`config.mk`:
```
export PLATFORM = sky130hd
export DESIGN_NAME = uart_rx_core_flat
export DESIGN_NICKNAME = d
export VERILOG_FILES = /design/src/rtl/uart_pkg.sv /design/src/rtl/uart_rx_core_if.sv /design/src/rtl/uart_sync_fifo.sv /design/src/rtl/uart_rx_core.sv /design/src/flat_wrapper.sv
export SDC_FILE = /design/constraint.sdc
export NUM_CORES = 1
export LEC_CHECK = 0
export CAP_MARGIN = 5
export CORE_MARGIN = 2
export CORE_UTILIZATION = 55
export CTS_CLUSTER_DIAMETER = 30
export DETAILED_ROUTE_END_ITERATION = 10
export GPL_TIMING_DRIVEN = 0
export PLACE_DENSITY = 0.72
export RECOVER_POWER = 25
export REMOVE_ABC_BUFFERS = 1
export SYNTH_ARGS = -nofsm -noshare
export SYNTH_HDL_FRONTEND = slang
export SYNTH_SLANG_ARGS = --single-unit
```
`constraint.sdc`:
```
create_clock -name clk -period 3.63 [get_ports clk]
set_input_delay 0.5445 -clock clk [delete_from_list [all_inputs] [get_ports clk]]
set_output_delay 0.5445 -clock clk [all_outputs]
set_load 0.005 [all_outputs]
```
`src/rtl/uart_pkg.sv`:
```
// Shared definitions for the UART receiver: parity encodings, FSM states and
// the clock-to-tick divider calculation.
package uart_pkg;

    localparam int PAR_NONE = 0;
    localparam int PAR_EVEN = 1;
    localparam int PAR_ODD  = 2;

    typedef enum logic [2:0] {
        IDLE     = 3'd0,
        START    = 3'd1,
        DATA     = 3'd2,
        PAR      = 3'd3,
        STOP     = 3'd4,
        BRK_WAIT = 3'd5
    } rx_state_t;

    // Rounded clocks per oversample tick.
    function automatic int calc_div(input int clk_freq, input int baud, input int os);
        int step;
        step = baud * os;
        return (clk_freq + step / 2) / step;
    endfunction

endpackage

```
`src/rtl/uart_rx_core_if.sv`:
```
// Receive-side character stream: head-of-FIFO data/flags with valid/ready.
interface uart_rx_core_if #(
    parameter int DATA_BITS = 8
);
    logic [DATA_BITS-1:0] m_data;
    logic [1:0]           m_err;
    logic                 m_valid;
    logic                 m_ready;

    modport master (output m_data, output m_err, output m_valid, input m_ready);
    modport slave  (input m_data, input m_err, input m_valid, output m_ready);
endinterface

```
`src/rtl/uart_sync_fifo.sv`:
```
// First-word-fall-through FIFO; writes into a full FIFO are dropped and flagged.
module uart_sync_fifo #(
    parameter int WIDTH = 10,
    parameter int DEPTH = 16
) (
    input  logic                     clk,
    input  logic                     rst_n,
    input  logic                     wr_en,
    input  logic [WIDTH-1:0]         wr_data,
    input  logic                     rd_en,
    output logic [WIDTH-1:0]         rd_data,
    output logic                     valid,
    output logic [$clog2(DEPTH):0]   level,
    output logic                     overrun
);
    localparam int AW = $clog2(DEPTH);

    logic [WIDTH-1:0] mem [DEPTH];
    logic [AW-1:0]    wr_ptr, rd_ptr;
    logic             full, wr_ok, rd_ok;

    assign full    = (level == (AW+1)'(DEPTH));
    assign valid   = (level != '0);
    assign wr_ok   = wr_en && !full;
    assign rd_ok   = rd_en && valid;
    // Output forced to zero when empty so nothing stale is ever presented.
    assign rd_data = valid ? mem[rd_ptr] : '0;

    always_ff @(posedge clk) begin
        if (wr_ok)
            mem[wr_ptr] <= wr_data;
    end

    always_ff @(posedge clk) begin
        if (!rst_n) begin
            wr_ptr  <= '0;
            rd_ptr  <= '0;
            level   <= '0;
            overrun <= 1'b0;
        end else begin
            overrun <= wr_en && full;
            if (wr_ok) wr_ptr <= wr_ptr + AW'(1);
            if (rd_ok) rd_ptr <= rd_ptr + AW'(1);
            case ({wr_ok, rd_ok})
                2'b10:   level <= level + (AW+1)'(1);
                2'b01:   level <= level - (AW+1)'(1);
                default: level <= level;
            endcase
        end
    end
endmodule

```
`src/rtl/uart_rx_core.sv`:
```
// Oversampling UART receiver with majority voting, parity/frame/break
// detection and a FWFT character FIFO.
module uart_rx_core
    import uart_pkg::*;
#(
    parameter int CLK_FREQ   = 50000000,
    parameter int BAUD_RATE  = 115200,
    parameter int OVERSAMPLE = 16,
    parameter int DATA_BITS  = 8,
    parameter int PARITY     = 0,
    parameter int STOP_BITS  = 1,
    parameter int FIFO_DEPTH = 16
) (
    input  logic                          clk,
    input  logic                          rst_n,
    input  logic                          rx,
    uart_rx_core_if.master                m,
    output logic                          overrun,
    output logic                          break_det,
    output logic [$clog2(FIFO_DEPTH):0]   fifo_level
);
    localparam int DIV  = calc_div(CLK_FREQ, BAUD_RATE, OVERSAMPLE);
    localparam int DIV_W = $clog2(DIV + 1);
    localparam int TC_W = $clog2(OVERSAMPLE);
    localparam int MID  = OVERSAMPLE / 2;

    rx_state_t            state_q, state_d;
    logic                 rx_meta, rx_sync, rx_prev, armed;
    logic [1:0]           flush;
    logic [DIV_W-1:0]     div_cnt;
    logic [TC_W-1:0]      tick_cnt;
    logic [3:0]           bit_cnt;
    logic                 s0, s1, par_bit, stop_err;
    logic [DATA_BITS-1:0] data_sh;
    logic                 tick, samp, maj, fall, is_break, perr, ferr, wr_en, brk;
    logic [DATA_BITS+1:0] rd_word;

    assign tick = (state_q != IDLE) && (div_cnt == DIV_W'(DIV - 1));
    assign samp = tick && (tick_cnt == TC_W'(MID + 1));
    assign maj  = (s0 & s1) | (s0 & rx_sync) | (s1 & rx_sync);
    // The line must be seen idle after reset before a start edge counts,
    // so a frame interrupted by reset cannot be picked up half-way.
    assign fall = armed && rx_prev && !rx_sync;
    assign is_break = !maj && (data_sh == '0) && (PARITY == PAR_NONE || !par_bit);
    assign perr = (PARITY == PAR_NONE) ? 1'b0
                : (par_bit != ((^data_sh) ^ (PARITY == PAR_ODD)));
    assign ferr = stop_err | !maj;

    always_comb begin
        state_d = state_q;
        wr_en   = 1'b0;
        brk     = 1'b0;
        case (state_q)
            IDLE:     if (fall) state_d = START;
            START:    if (samp) state_d = maj ? IDLE : DATA;
            DATA:     if (samp && bit_cnt == 4'(DATA_BITS - 1))
                          state_d = (PARITY != PAR_NONE) ? PAR : STOP;
            PAR:      if (samp) state_d = STOP;
            STOP: begin
                if (samp) begin
                    if (bit_cnt == 4'd0 && is_break) begin
                        brk     = 1'b1;
                        state_d = BRK_WAIT;
                    end else if (bit_cnt == 4'(STOP_BITS - 1)) begin
                        wr_en   = 1'b1;
                        state_d = IDLE;
                    end
                end
            end
            BRK_WAIT: if (rx_sync) state_d = IDLE;
            default:  state_d = IDLE;
        endcase
    end

    always_ff @(posedge clk) begin
        if (!rst_n) begin
            state_q   <= IDLE;
            rx_meta   <= 1'b1;
            rx_sync   <= 1'b1;
            rx_prev   <= 1'b1;
            armed     <= 1'b0;
            flush     <= 2'd0;
            div_cnt   <= '0;
            tick_cnt  <= '0;
            bit_cnt   <= '0;
            s0        <= 1'b1;
            s1        <= 1'b1;
            data_sh   <= '0;
            par_bit   <= 1'b0;
            stop_err  <= 1'b0;
            break_det <= 1'b0;
        end else begin
            state_q   <= state_d;
            rx_meta   <= rx;
            rx_sync   <= rx_meta;
            rx_prev   <= rx_sync;
            break_det <= brk;
            if (!flush[1]) flush <= flush + 2'd1;
            armed <= armed | (flush[1] & rx_sync);
            if (state_q == IDLE) begin
                div_cnt  <= '0;
                tick_cnt <= '0;
                bit_cnt  <= '0;
                stop_err <= 1'b0;
            end else begin
                div_cnt <= tick ? '0 : div_cnt + DIV_W'(1);
                if (tick) tick_cnt <= tick_cnt + TC_W'(1);
                if (tick && tick_cnt == TC_W'(MID - 1)) s0 <= rx_sync;
                if (tick && tick_cnt == TC_W'(MID))     s1 <= rx_sync;
                if (samp) begin
                    case (state_q)
                        DATA: begin
                            data_sh <= {maj, data_sh[DATA_BITS-1:1]};
                            bit_cnt <= (bit_cnt == 4'(DATA_BITS - 1)) ? 4'd0 : bit_cnt + 4'd1;
                        end
                        PAR:  par_bit <= maj;
                        STOP: begin
                            stop_err <= ferr;
                            bit_cnt  <= bit_cnt + 4'd1;
                        end
                        default: ;
                    endcase
                end
            end
        end
    end

    uart_sync_fifo #(
        .WIDTH (DATA_BITS + 2),
        .DEPTH (FIFO_DEPTH)
    ) u_fifo (
        .clk     (clk),
        .rst_n   (rst_n),
        .wr_en   (wr_en),
        .wr_data ({perr, ferr, data_sh}),
        .rd_en   (m.m_ready),
        .rd_data (rd_word),
        .valid   (m.m_valid),
        .level   (fifo_level),
        .overrun (overrun)
    );

    assign m.m_data = rd_word[DATA_BITS-1:0];
    assign m.m_err  = rd_word[DATA_BITS+1:DATA_BITS];
endmodule

```
`src/flat_wrapper.sv`:
```
// flat-port wrapper written by rule: the top's interface ports become plain ports
module uart_rx_core_flat import uart_pkg::*;
#(
    parameter int CLK_FREQ   = 50000000,
    parameter int BAUD_RATE  = 115200,
    parameter int OVERSAMPLE = 16,
    parameter int DATA_BITS  = 8,
    parameter int PARITY     = 0,
    parameter int STOP_BITS  = 1,
    parameter int FIFO_DEPTH = 16
)
  (clk, rst_n, rx, overrun, break_det, fifo_level, m_m_data, m_m_err, m_m_valid, m_m_ready);
  uart_rx_core_if #(.DATA_BITS(DATA_BITS)) m_i ();
  input  logic clk;
  input  logic rst_n;
  input  logic rx;
  output logic overrun;
  output logic break_det;
  output logic [$clog2(FIFO_DEPTH):0] fifo_level;
  output wire logic [$bits(m_i.m_data)-1:0] m_m_data;
  output wire logic [$bits(m_i.m_err)-1:0] m_m_err;
  output wire logic [$bits(m_i.m_valid)-1:0] m_m_valid;
  input wire logic [$bits(m_i.m_ready)-1:0] m_m_ready;
  assign m_m_data = m_i.m_data;
  assign m_m_err = m_i.m_err;
  assign m_m_valid = m_i.m_valid;
  assign m_i.m_ready = m_m_ready;
  uart_rx_core #(.CLK_FREQ(CLK_FREQ), .BAUD_RATE(BAUD_RATE), .OVERSAMPLE(OVERSAMPLE), .DATA_BITS(DATA_BITS), .PARITY(PARITY), .STOP_BITS(STOP_BITS), .FIFO_DEPTH(FIFO_DEPTH)) u_core (.clk(clk), .rst_n(rst_n), .rx(rx), .m(m_i), .overrun(overrun), .break_det(break_det), .fifo_level(fifo_level));
endmodule
```
# After elaboration in Yosys (flattened, before gate mapping)
# Memory sizes are Yosys's and may differ from the RTL's. A register that Yosys moved wholly into a read port is not among the register bits.
# Cells that the tools add are included.
[word_totals]
ff_bits = 48
ramBits = 144
input_bits = 4
out_inout_bits = 18
word_cells = 113
n_memories = 1
[op_classes]
add_sub_neg = 8
eq_ne = 20
mux = 24
bitwise_logic = 10
n_reduce_logical = 31
[memory_table]
columns = ["memory", "depth", "word_bits", "read_ports", "rd_clocked_by_memory_dff", "write_ports", "line", "source"]
rows = [
  ["u_core.u_fifo.mem", 16, 9, 1, 1, 1, "uart_sync_fifo.sv:18", "logic [WIDTH-1:0] mem [DEPTH];"],
]
[ops]
columns = ["cell", "count"]
rows = [
  ["two-way mux 3 bit", 8],
  ["one-hot mux 3 bit (6 select lines)", 1],
  ["adder 4 x 1 -> 4 bit, second input constant", 4],
  ["logical AND 1 bit", 12],
  ["two-way mux 4 bit", 3],
  ["inequality test 2 x 1 -> 1 bit, second input constant", 6],
  ["adder 5 x 1 -> 5 bit, second input constant", 2],
  ["equality test 5 bit, second input constant", 2],
  ["two-way mux 10 bit", 1],
  ["one-hot mux 5 bit (2 select lines)", 1],
  ["equality test 4 x 3 -> 1 bit, second input constant", 2],
  ["equality test 4 bit, second input constant", 2],
  ["zero test 8 bit", 1],
  ["one-hot mux 4 bit (2 select lines)", 1],
  ["AND reduction 2 bit", 4],
  ["two-way mux 1 bit", 7],
  ["AND reduction 7 bit", 1],
  ["equality test 3 x 2 -> 1 bit, second input constant", 2],
  ["equality test 3 bit, second input constant", 2],
  ["AND reduction 3 bit", 2],
  ["nonzero test 5 bit", 1],
  ["subtractor 5 x 1 -> 5 bit, second input constant", 1],
  ["AND 1 bit", 4],
  ["zero test 4 bit", 1],
  ["other kinds (14)", 22],
]

# Logic depth before layout (Yosys ltp)
# Gate-level depths: netlist of the first run.
[logic_depth]
ltp_word = 12
ltp_mapped = 16
ltp_nobuf = 14

# Hierarchy
# From an unflattened synthesis of the first run, not the netlist that was laid out.
[hier_totals]
hier_cells = 528
hier_area_um2 = 8745.9
[by_module_without_submodules]
columns = ["mod", "n_inst", "cells_per_inst", "area_per_inst_um2", "seq_area_each_um2"]
rows = [
  ["uart_sync_fifo", 1, 357, 7158.1, 5165.0],
  ["uart_rx_core", 1, 171, 1587.8, 680.7],
]

# Worst setup path after synthesis of the first run
# No wires, ideal clock.
[synth_timing]
path_kind = "register -> register"
startpoint = "reg u_core.data_sh[7]"
endpoint = "reg u_core.u_fifo.level[4]"
setup_ns = 0.072
arrival_time_ns = 2.994
required_ns = 3.558
setup_slack_ns = 0.564
stages_incl_launch_ff = 14
path_buffers = 1
synth_period_minus_slack_ns = 3.066
path_cell_list = "dfxtp_1 -> or4_1 -> o31ai_4 -> nor2_4 -> inv_1 -> ha_1 -> clkbuf_1 -> xor2_1 -> ha_1 -> a211o_1 -> nand2_1 -> nand3b_1 -> a31oi_1 -> mux2i_1"
[synth_between]
elab_chain_len = 9
word_cells_on_any_way = 11
cone_classes = "eq/ne (2); mux (4); reduce/logical (5)"
[synth_rtl]
columns = ["element", "line", "source"]
rows = [
  ["from (decl)", "uart_rx_core.sv:34", "logic [DATA_BITS-1:0] data_sh;"],
  ["from (signal assigned)", "uart_rx_core.sv:113", "data_sh <= {maj, data_sh[DATA_BITS-1:1]};"],
  ["zero test 8 bit (*)", "uart_rx_core.sv:44", "assign is_break = !maj && (data_sh == '0) && (PARITY == PAR_NONE || !par_bit);"],
  ["logical AND 1 bit (*)", "uart_rx_core.sv:44", ""],
  ["logical AND 1 bit (*)", "uart_rx_core.sv:61", "if (bit_cnt == 4'd0 && is_break) begin"],
  ["two-way mux 1 bit (*)", "uart_rx_core.sv:61", ""],
  ["two-way mux 1 bit (*)", "uart_rx_core.sv:60", "if (samp) begin"],
  ["two-way mux 1 bit (*)", "uart_rx_core.sv:53", "case (state_q)"],
  ["logical AND 1 bit (*)", "uart_sync_fifo.sv:24", "assign wr_ok = wr_en && !full;"],
  ["equality test 2 x 1 -> 1 bit / equality test 2 bit (equally long branches)", "uart_sync_fifo.sv:44", "case ({wr_ok, rd_ok})"],
  ["one-hot mux 5 bit (2 select lines) / nonzero test 2 bit (equally long branches)", "--", ""],
  ["to (signal assigned)", "uart_sync_fifo.sv:45", "2'b10: level <= level + (AW+1)'(1);"],
  ["to (signal assigned)", "uart_sync_fifo.sv:46", "2'b01: level <= level - (AW+1)'(1);"],
  ["to (signal assigned)", "uart_sync_fifo.sv:47", "default: level <= level;"],
  ["to (decl)", "uart_sync_fifo.sv:13", "output logic [$clog2(DEPTH):0] level,"],
]
# Every way passes the cells marked *; elsewhere a longest branch is shown, timed or not.
# A chain may end at the register's enable or synchronous reset.

==> reports/results.txt, run 1 <==
via/cell ratio: 5.930
core box area: 14480 sq um
Slew @ Worst Pin: 1.119 ns
Yosys reg bits: 196
Hold Startpoint: u_core.rx_meta
max-slew violation count: 0
Hold Vio Cnt, Final: 0
Hold Path Stages: 1
insertion delay to the later sink of the worst-skew pair: 0.43 ns
R2R setup slack: 0.36 ns
vias in the first global route: 4310
# IOs: 22
H-tree depth: 4
via count: 4234
share of layout cells above drive strength 1: 0.1943
Sw Pwr: 890.1 uW
R2R cell count: 14
average cell area after synthesis: 16.45 sq um
Startpoint Class: flop
Initial Utilization: 0.5625
initial DRC count: 401
placed inst area: 8544 sq um
Routed WL per cell: 21.01 um
Reg2Reg Launch Point: u_core.bit_cnt[0]
Leakage: 2.944 nW
Total Routing Usage GR: 0.2036
diode count: 0
initial antenna violation count: 0
setup TNS: 0 ns
first-pass GRT wire length: 24.03 mm
Final period util: 0.9103
pre-CTS WS: 0.1756 ns
P per Cell Area: 478.3 nW/um^2
routability cong.: 0.7815
final wirelength: 15.00 mm
clk buf depth: 2
CTS Sinks: 196
Die Wd: 125.7 um
placement row count: 44
RSZ-0062 raised after global routing: no
maximum VDD drop: 0.3649 mV
combinational cell fraction of total power: 0.014
R2R Path End: u_core.u_fifo.level[4]
die height: 125.7 um
gr ovfl total: 0
worst endpoint required time: 3.09 ns
dpl hpwl: 9.713 mm
Hold/Removal Path Class: flop to flop
CP Max Fanout: 21
Netlist cell types: 57
DR pass1 iterations: 5
P&R area growth vs syn: 13.07%
Layout Skew: 0.006815 ns
TritonCTS Buffers: 17
sequential power share: 0.543
WS Path Type: flop to output pin
total die area: 15800 sq um
ANT nets after route: 0
CP arrival: 2.76 ns
Hold EP: u_core.rx_sync
Final Setup Violations: 0
Root Buffer: clkbuf_16
Final Instance Count excl. Fillers: 714
register area: 5378 sq um
largest net degree at the start of global routing: 39
Residual DRC: 0
Clock Pin Slew Worst Setup and Hold Paths: 0.07 ns
Post-synth top flop: edfxtp_1
crit end category: output pin
IO Port Bufs: 20
highest clock rate: 0.3026 GHz
max-cap violations: 0
status: finished, final reports clean
Total Power: 4.404 mW
Slew headroom: 0.2520
area of the multi-input gates: 2630 sq um
Setup WS post-layout: 0.3257 ns
Post-synth ARST share: 0
Synth Instances: 495
Post-Route Utilization: 0.6360
YS warnings: 0
clock power share: 0.443
Mapped Area: 8144 sq um
Cells after DPL: 679
CTS tree: done
EDFF count, synth: 144
fin crit period: 3.304 ns
post-route cell area: 9209 sq um
Nets: 537
hold_ws: 0.4261 ns
switching share of power: 0.2021
P_int: 3.514 mW
post-synthesis sequential area ratio: 0.6588
Filler cells: 1025
-- power groups by stage --
stage               Clock, mW  Sequential (mW)  Combinational (mW)
global placement            0             2.44              0.0582
CTS                      1.97             2.39              0.0628
finish                   1.95             2.39              0.0613
floorplan                   0             2.44              0.0429
detailed placement          0             2.44              0.0625
global route             2.07             2.39              0.0680
-- synth_stat cells (5+ instances only) --
library cell,n,area share
edfxtp_1,144,0.53
dfxtp_1,52,0.13
mux4_2,40,0.11
and2_1,27,0.021
nand2_1,18,0.0083
ha_1,16,0.025
mux2i_1,15,0.018
nor2b_1,15,0.012
nor2_1,14,0.0065
clkbuf_1,13,0.0060
inv_1,12,0.0055
xnor2_1,12,0.013
a21oi_1,8,0.0049
nand2b_1,8,0.0061
nor3b_1,8,0.0074
nand3_1,7,0.0043
o21ai_0,6,0.0037
xor2_1,6,0.0065
mux4_1,5,0.016
nor3_1,5,0.0031
-- layout by cell type, fill, tap and decap left out, drive strengths merged, types with 4 or more instances in the layout --
cell type,n
edfxtp,144
dfxtp,52
mux4,45
and2,27
clkdlybuf4s50,20
inv,20
nand2,18
clkbuf,17
ha,16
nor2,16
mux2i,15
nor2b,15
xnor2,12
nor3b,9
nand2b,8
a21oi,8
buf,8
nand3,7
xor2,6
o21ai,6
nor3,5
and3,4
nor4,4
a21boi,4
-- cell families after synthesis --
family | share of synthesized area
fa+ha+maj | 0.02581
mux | 0.1452
buf+inv | 0.02181
compound gates | 0.03257
xor+xnor | 0.01936
simple gates | 0.09602
other cells | 0.0004605
flops | 0.6588
-- per-layer routing --
| layer | vias up | GRT usage | share of wire |
|---|---|---|---|
| met5 | - | 0 | 0 |
| met4 | 0 | 0.04902 | 0.0079 |
| met3 | 15 | 0.04503 | 0.055 |
| met2 | 127 | 0.3437 | 0.51 |
| met1 | 2152 | 0.2738 | 0.43 |
| li1 | 1940 | - | - |
-- flip-flops by register name, summed over array words and instances (netlist names), 2 cells and up, named ones only --
signal / flops
u_core.bit_cnt: 4
u_core.div_cnt: 5
u_core.u_fifo.rd_ptr: 4
u_core.data_sh: 8
u_core.u_fifo.wr_ptr: 4
u_core.state_q: 3
u_core.u_fifo.level: 5
u_core.tick_cnt: 4
u_core.u_fifo.mem: 144
u_core.flush: 2
-- final cells by class --
cell class / count / area share
clock inverters: 15 / 0.02079
clock buffers: 17 / 0.04620
multi-input cells: 262 / 0.2856
repair buffers: 28 / 0.03356
flip-flops and latches: 196 / 0.5840
well taps: 184 / 0.02500
inverters: 12 / 0.004891
-- worst max-delay path, stage by stage, from the launching register on --
cell	delay, ns
dfxtp_4	0.40
buf_12	0.21
mux4_1	0.59
mux4_2	0.50
and2_1	0.17
clkdlybuf4s50_1	0.44
-- repair_timing --
action	4_1_cts	5_1_grt
setup endpoints to repair	7	3
hold buffers	0	0
setup buffers	0	3
resized for setup	1	7
hold endpoints to repair	0	0
pin swaps	0	0
-- worst max path at each step --
stage,endpoint,from,cells after the start
floorplan,m_m_data[3],flop,3
global placement,m_m_err[0],flop,4
detailed placement,u_core.u_fifo.level[4],u_core.data_sh[7],12
CTS,m_m_err[0],flop,5
global route,u_core.u_fifo.level[4],u_core.data_sh[1],12
finish,m_m_err[0],flop,5
Power figures use the tool's default switching activity.
==> inputs of run 2 (changes only) <==
--- a/config.mk
+++ b/config.mk
@@ -6,7 +6,7 @@
 export NUM_CORES = 1
 export LEC_CHECK = 0
 export CAP_MARGIN = 5
-export CORE_MARGIN = 2
+export CORE_MARGIN = 1
 export CORE_UTILIZATION = 55
 export CTS_CLUSTER_DIAMETER = 30
 export DETAILED_ROUTE_END_ITERATION = 10
==> run 2 against run 1 <==
  * First-iteration DRC count fell by 24%
  * Setup slack got worse by 0.038 ns
  * Via count is 1.1% higher
  * Final cell count up 0.70%
  * Clock power is 4% lower
  * Critical path depth rose by 7
  * Total power down 1.5%
  * Wire length is 2.3% higher
==> reports/results.txt, run 2 (synthesized netlist as in run 1, its figures left out) <==
maximum VDD drop: 0.2737 mV
CP Max Fanout: 19
combinational cell fraction of total power: 0.014
Routed WL per cell: 21.35 um
highest clock rate: 0.2992 GHz
Layout Skew: 0.009221 ns
Hold Startpoint: u_core.rx_meta
IO Port Bufs: 20
CP arrival: 3.70 ns
fin crit period: 3.342 ns
insertion delay to the later sink of the worst-skew pair: 0.43 ns
max-slew violation count: 0
CTS Sinks: 196
clock power share: 0.434
pre-CTS WS: 0.2003 ns
Initial Utilization: 0.5625
P_int: 3.529 mW
final wirelength: 15.35 mm
Leakage: 2.964 nW
P&R area growth vs syn: 13.55%
R2R setup slack: 0.29 ns
DR pass1 iterations: 6
share of layout cells above drive strength 1: 0.1888
Slew headroom: 0.2588
Slew @ Worst Pin: 1.108 ns
Reg2Reg Launch Point: u_core.data_sh[1]
ANT nets after route: 0
initial antenna violation count: 0
Startpoint Class: flop
post-route cell area: 9248 sq um
Total Routing Usage GR: 0.2202
core box area: 14480 sq um
RSZ-0062 raised after global routing: no
initial DRC count: 303
Clock Pin Slew Worst Setup and Hold Paths: 0.06 ns
Hold Vio Cnt, Final: 0
first-pass GRT wire length: 23.77 mm
Post-Route Utilization: 0.6387
# IOs: 22
Final Setup Violations: 0
Sw Pwr: 810.9 uW
Hold Path Stages: 1
dpl hpwl: 9.835 mm
worst endpoint required time: 3.98 ns
via/cell ratio: 5.954
Largest register FFs: 144
total die area: 15300 sq um
crit end category: flop
R2R Path End: u_core.u_fifo.level[4]
placement row count: 44
placed inst area: 8563 sq um
CTS tree: done
routability cong.: 0.7868
die height: 123.7 um
gr ovfl total: 0
commonest non-fill, non-tap cell in the layout: edfxtp_1
Die Wd: 123.7 um
clk buf depth: 2
H-tree depth: 4
Final period util: 0.9207
commonest non-fill, non-tap cells in the layout: edfxtp_1, dfxtp_1, mux4_2
Setup WS post-layout: 0.2877 ns
Root Buffer: clkbuf_16
diode count: 0
switching share of power: 0.1869
cts hold-fix bufs: 0
max-cap violations: 0
vias in the first global route: 4299
WS Path Type: flop to flop
Biggest register: u_core.u_fifo.mem
P per Cell Area: 469.3 nW/um^2
TritonCTS Buffers: 17
sequential power share: 0.552
largest net degree at the start of global routing: 39
Hold/Removal Path Class: flop to flop
Nets: 542
biggest regs: u_core.u_fifo.mem: 144 flops, u_core.data_sh: 8 flops
via count: 4281
Residual DRC: 0
status: finished, final reports clean
R2R cell count: 12
Hold EP: u_core.rx_sync
==> run 2: cell count changes in the layout (fill, tap and decap cells not counted), sizes merged <==
cell,previous run,this run
bufinv,3,0
clkinv,3,1
inv,20,12
clkbuf,17,28
buf,8,13
clkinvlp,1,3
==> run 2: worst max-delay path by stage <==
| stage | to | cells past startpoint | start |
|---|---|---|---|
| 2_1_floorplan | m_m_data[3] | 3 | flop |
| 4_1_cts | m_m_data[3] | 5 | flop |
| 6_report | u_core.u_fifo.level[4] | 12 | u_core.data_sh[1] |
| 3_3_place_gp | m_m_err[0] | 4 | flop |
| 3_5_place_dp | u_core.u_fifo.level[4] | 12 | u_core.data_sh[6] |
| 5_1_grt | u_core.u_fifo.level[4] | 12 | u_core.data_sh[0] |
==> run 2: worst max-delay path: stages, from the launching register on <==
cell     delay (ns)
dfxtp_1        0.52
or4_1          0.66
o31ai_4        0.37
nor2_4         0.11
inv_1          0.17
ha_2           0.32
xor2_1         0.17
ha_1           0.21
nor2_1         0.05
nor3b_1        0.16
o21ai_0        0.11
a31oi_1        0.22
mux2i_1        0.20
==> run 2: cell type report <==
cell class	count	area [sq um]
Timing Repair Buffer	33	350.3
Sequential cell	196	5371
Clock inverter	4	27.53
Inverter	12	45.04
Tap cell	184	230.2
Multi-Input combinational cell	262	2630
Fill cell	987	5231
Clock buffer	28	593.1
==> run 2: timing repair <==
item,CTS,global route
gates resized for setup,1,2
endpoints found under the setup margin,6,3
setup buffers,0,6
pin swaps,0,1
==> run 2: through the flow <==
stage / TNS [ns] / instances / hold slack (ns) / total power [mW]
2_1_floorplan: 0 / 470 / 0.3863 / 2.484
3_3_place_gp: -12.83 / 674 / 0.3949 / 2.501
3_5_place_dp: 0 / 681 / 0.4104 / 2.506
4_1_cts: 0 / 713 / 0.4258 / 4.368
5_1_grt: 0 / 719 / 0.4381 / 4.455
6_report: 0 / 719 / 0.4243 / 4.339
==> run 2: layer usage <==
metal | vias to the layer above | track usage | share of wire
met1 | 2213 | 0.2735 | 0.43
met2 | 91 | 0.3667 | 0.51
met5 | - | 0 | 0
li1 | 1954 | - | -
met3 | 23 | 0.04579 | 0.029
met4 | 0 | 0.1099 | 0.025
==> run 2: power by group through the flow <==
stage	combinational [mW]	clock [mW]	sequential, mW
after floorplan	0.0429	0	2.44
after global placement	0.0581	0	2.44
after detailed placement	0.0617	0	2.44
after CTS	0.0622	1.91	2.39
after global routing	0.0702	1.99	2.40
final	0.0616	1.88	2.39
==> inputs of run 3 (changes only) <==
--- a/config.mk
+++ b/config.mk
@@ -10,10 +10,8 @@
 export CORE_UTILIZATION = 55
 export CTS_CLUSTER_DIAMETER = 30
 export DETAILED_ROUTE_END_ITERATION = 10
-export GPL_TIMING_DRIVEN = 0
 export PLACE_DENSITY = 0.72
 export RECOVER_POWER = 25
-export REMOVE_ABC_BUFFERS = 1
 export SYNTH_ARGS = -nofsm -noshare
 export SYNTH_HDL_FRONTEND = slang
 export SYNTH_SLANG_ARGS = --single-unit
==> run 3 against run 2 <==
  * Critical path depth fell by 7
  * Setup slack worse by 0.11 ns
  * Worst hold slack got worse by 0.013 ns
  * Largest power group unchanged
==> reports/results.txt, run 3 (synthesized netlist as in run 1, its figures left out) <==
status: finished, final reports clean
Clock Pin Slew Worst Setup and Hold Paths: 0.07 ns
core box area: 14480 sq um
CP Max Fanout: 9
ANT nets after route: 0
Layout Skew: 0.007096 ns
combinational cell fraction of total power: 0.014
H-tree depth: 4
first-pass GRT wire length: 24.66 mm
dpl hpwl: 9.637 mm
share of layout cells above drive strength 1: 0.1808
sequential power share: 0.551
maximum VDD drop: 0.3233 mV
Root Buffer: clkbuf_16
RSZ-0062 raised after global routing: no
IO Port Bufs: 20
placement row count: 44
R2R setup slack: 0.39 ns
initial antenna violation count: 0
post-synth net total: 515
final wirelength: 15.71 mm
Final Setup Violations: 0
commonest non-fill, non-tap cell in the layout: edfxtp_1
WS Path Type: flop to output pin
biggest regs: u_core.u_fifo.mem: 144 flops, u_core.data_sh: 8 flops
initial DRC count: 347
via/cell ratio: 5.946
max-slew violation count: 0
Residual DRC: 0
total die area: 15300 sq um
Slew @ Worst Pin: 0.7864 ns
hold_ws: 0.4118 ns
CP arrival: 2.91 ns
Routed WL per cell: 21.64 um
clock power share: 0.435
P per Cell Area: 472.1 nW/um^2
setup TNS: 0 ns
vias in the first global route: 4462
gr ovfl total: 0
Biggest register: u_core.u_fifo.mem
Leakage: 2.970 nW
Nets: 549
number of gates resized after cts: 0
insertion delay to the later sink of the worst-skew pair: 0.43 ns
highest clock rate: 0.2895 GHz
Initial Utilization: 0.5625
Sw Pwr: 881.3 uW
via count: 4317
Largest register FFs: 144
# IOs: 22
commonest non-fill, non-tap cells in the layout: edfxtp_1, dfxtp_1, mux4_2
CTS tree: done
Final period util: 0.9514
crit end category: output pin
DR pass1 iterations: 5
Die Wd: 123.7 um
die height: 123.7 um
setup bufs post-CTS: 0
largest net degree at the start of global routing: 37
Total Routing Usage GR: 0.2304
diode count: 0
switching share of power: 0.2029
P&R area growth vs syn: 12.97%
CTS Sinks: 196
max-cap violations: 0
Slew headroom: 0.4758
P_int: 3.462 mW
fin crit period: 3.454 ns
clk buf depth: 2
routability cong.: 0.7966
Hold/Removal Path Class: flop to flop
Hold Vio Cnt, Final: 0
TritonCTS Buffers: 17
worst endpoint required time: 3.09 ns
Startpoint Class: flop
cts hold-fix bufs: 0
run 3: changes by cell type in the layout (fill, tap and decap cells not counted), moves of 4 or more:
cell | previous run | this run
buf_4 | 6 | 13
clkbuf_8 | 4 | 0
buf_6 | 4 | 0
clkbuf_1 | 2 | 6
run 3: routing by layer:
layer / part of all wire / track usage / vias up
met1: 0.42 / 0.2959 / 2175
met2: 0.50 / 0.3854 / 137
met3: 0.059 / 0.04441 / 27
met5: 0 / 0 / -
li1: - / - / 1978
met4: 0.021 / 0.09488 / 0
run 3: worst max-delay path: stages, from the launching register on:
cell	delay, ns
dfxtp_2	0.53
buf_4	0.26
mux4_2	0.52
mux4_2	0.52
and2_1	0.20
clkdlybuf4s50_1	0.44
run 3: layout make-up:
class                           instances  area [sq um]
Clock inverter                         11         82.58
Tap cell                              184         230.2
Multi-Input combinational cell        262          2610
Inverter                               12         45.04
Timing Repair Buffer                   40         340.3
Sequential cell                       196          5366
Fill cell                             997          5279
Clock buffer                           21         525.5
run 3: power by group through the flow:
stage          clock network (mW)  logic [mW]  registers, mW
3_3_place_gp                    0      0.0592           2.44
5_1_grt                      2.00      0.0687           2.40
2_1_floorplan                   0      0.0499           2.44
6_report                     1.89      0.0609           2.39
4_1_cts                      1.91      0.0617           2.39
3_5_place_dp                    0      0.0613           2.44
run 3: through the flow:
step | utilization | setup slack, ns | instances | cell area (sq um) | power, mW
floorplan | - | 0.5641 | 495 | 8144 | 2.490
detailed placement | 0.5948 | 0.3134 | 694 | 8612 | 2.506
finish | 0.6354 | 0.1763 | 726 | 9200 | 4.344
CTS | 0.6368 | 0.1353 | 726 | 9220 | 4.365
global placement | 0.5948 | 0.4737 | 694 | 8612 | 2.502
global route | 0.6354 | 0.06676 | 726 | 9200 | 4.465
run 3: worst paths after layout:
check | from | end | cells past startpoint
setup / recovery | flop | m_m_data[4] | 5
hold / removal | u_core.rx_meta | u_core.rx_sync | 1
setup reg to reg | u_core.data_sh[0] | u_core.u_fifo.level[4] | 12
hold reg to reg | u_core.rx_meta | u_core.rx_sync | 1
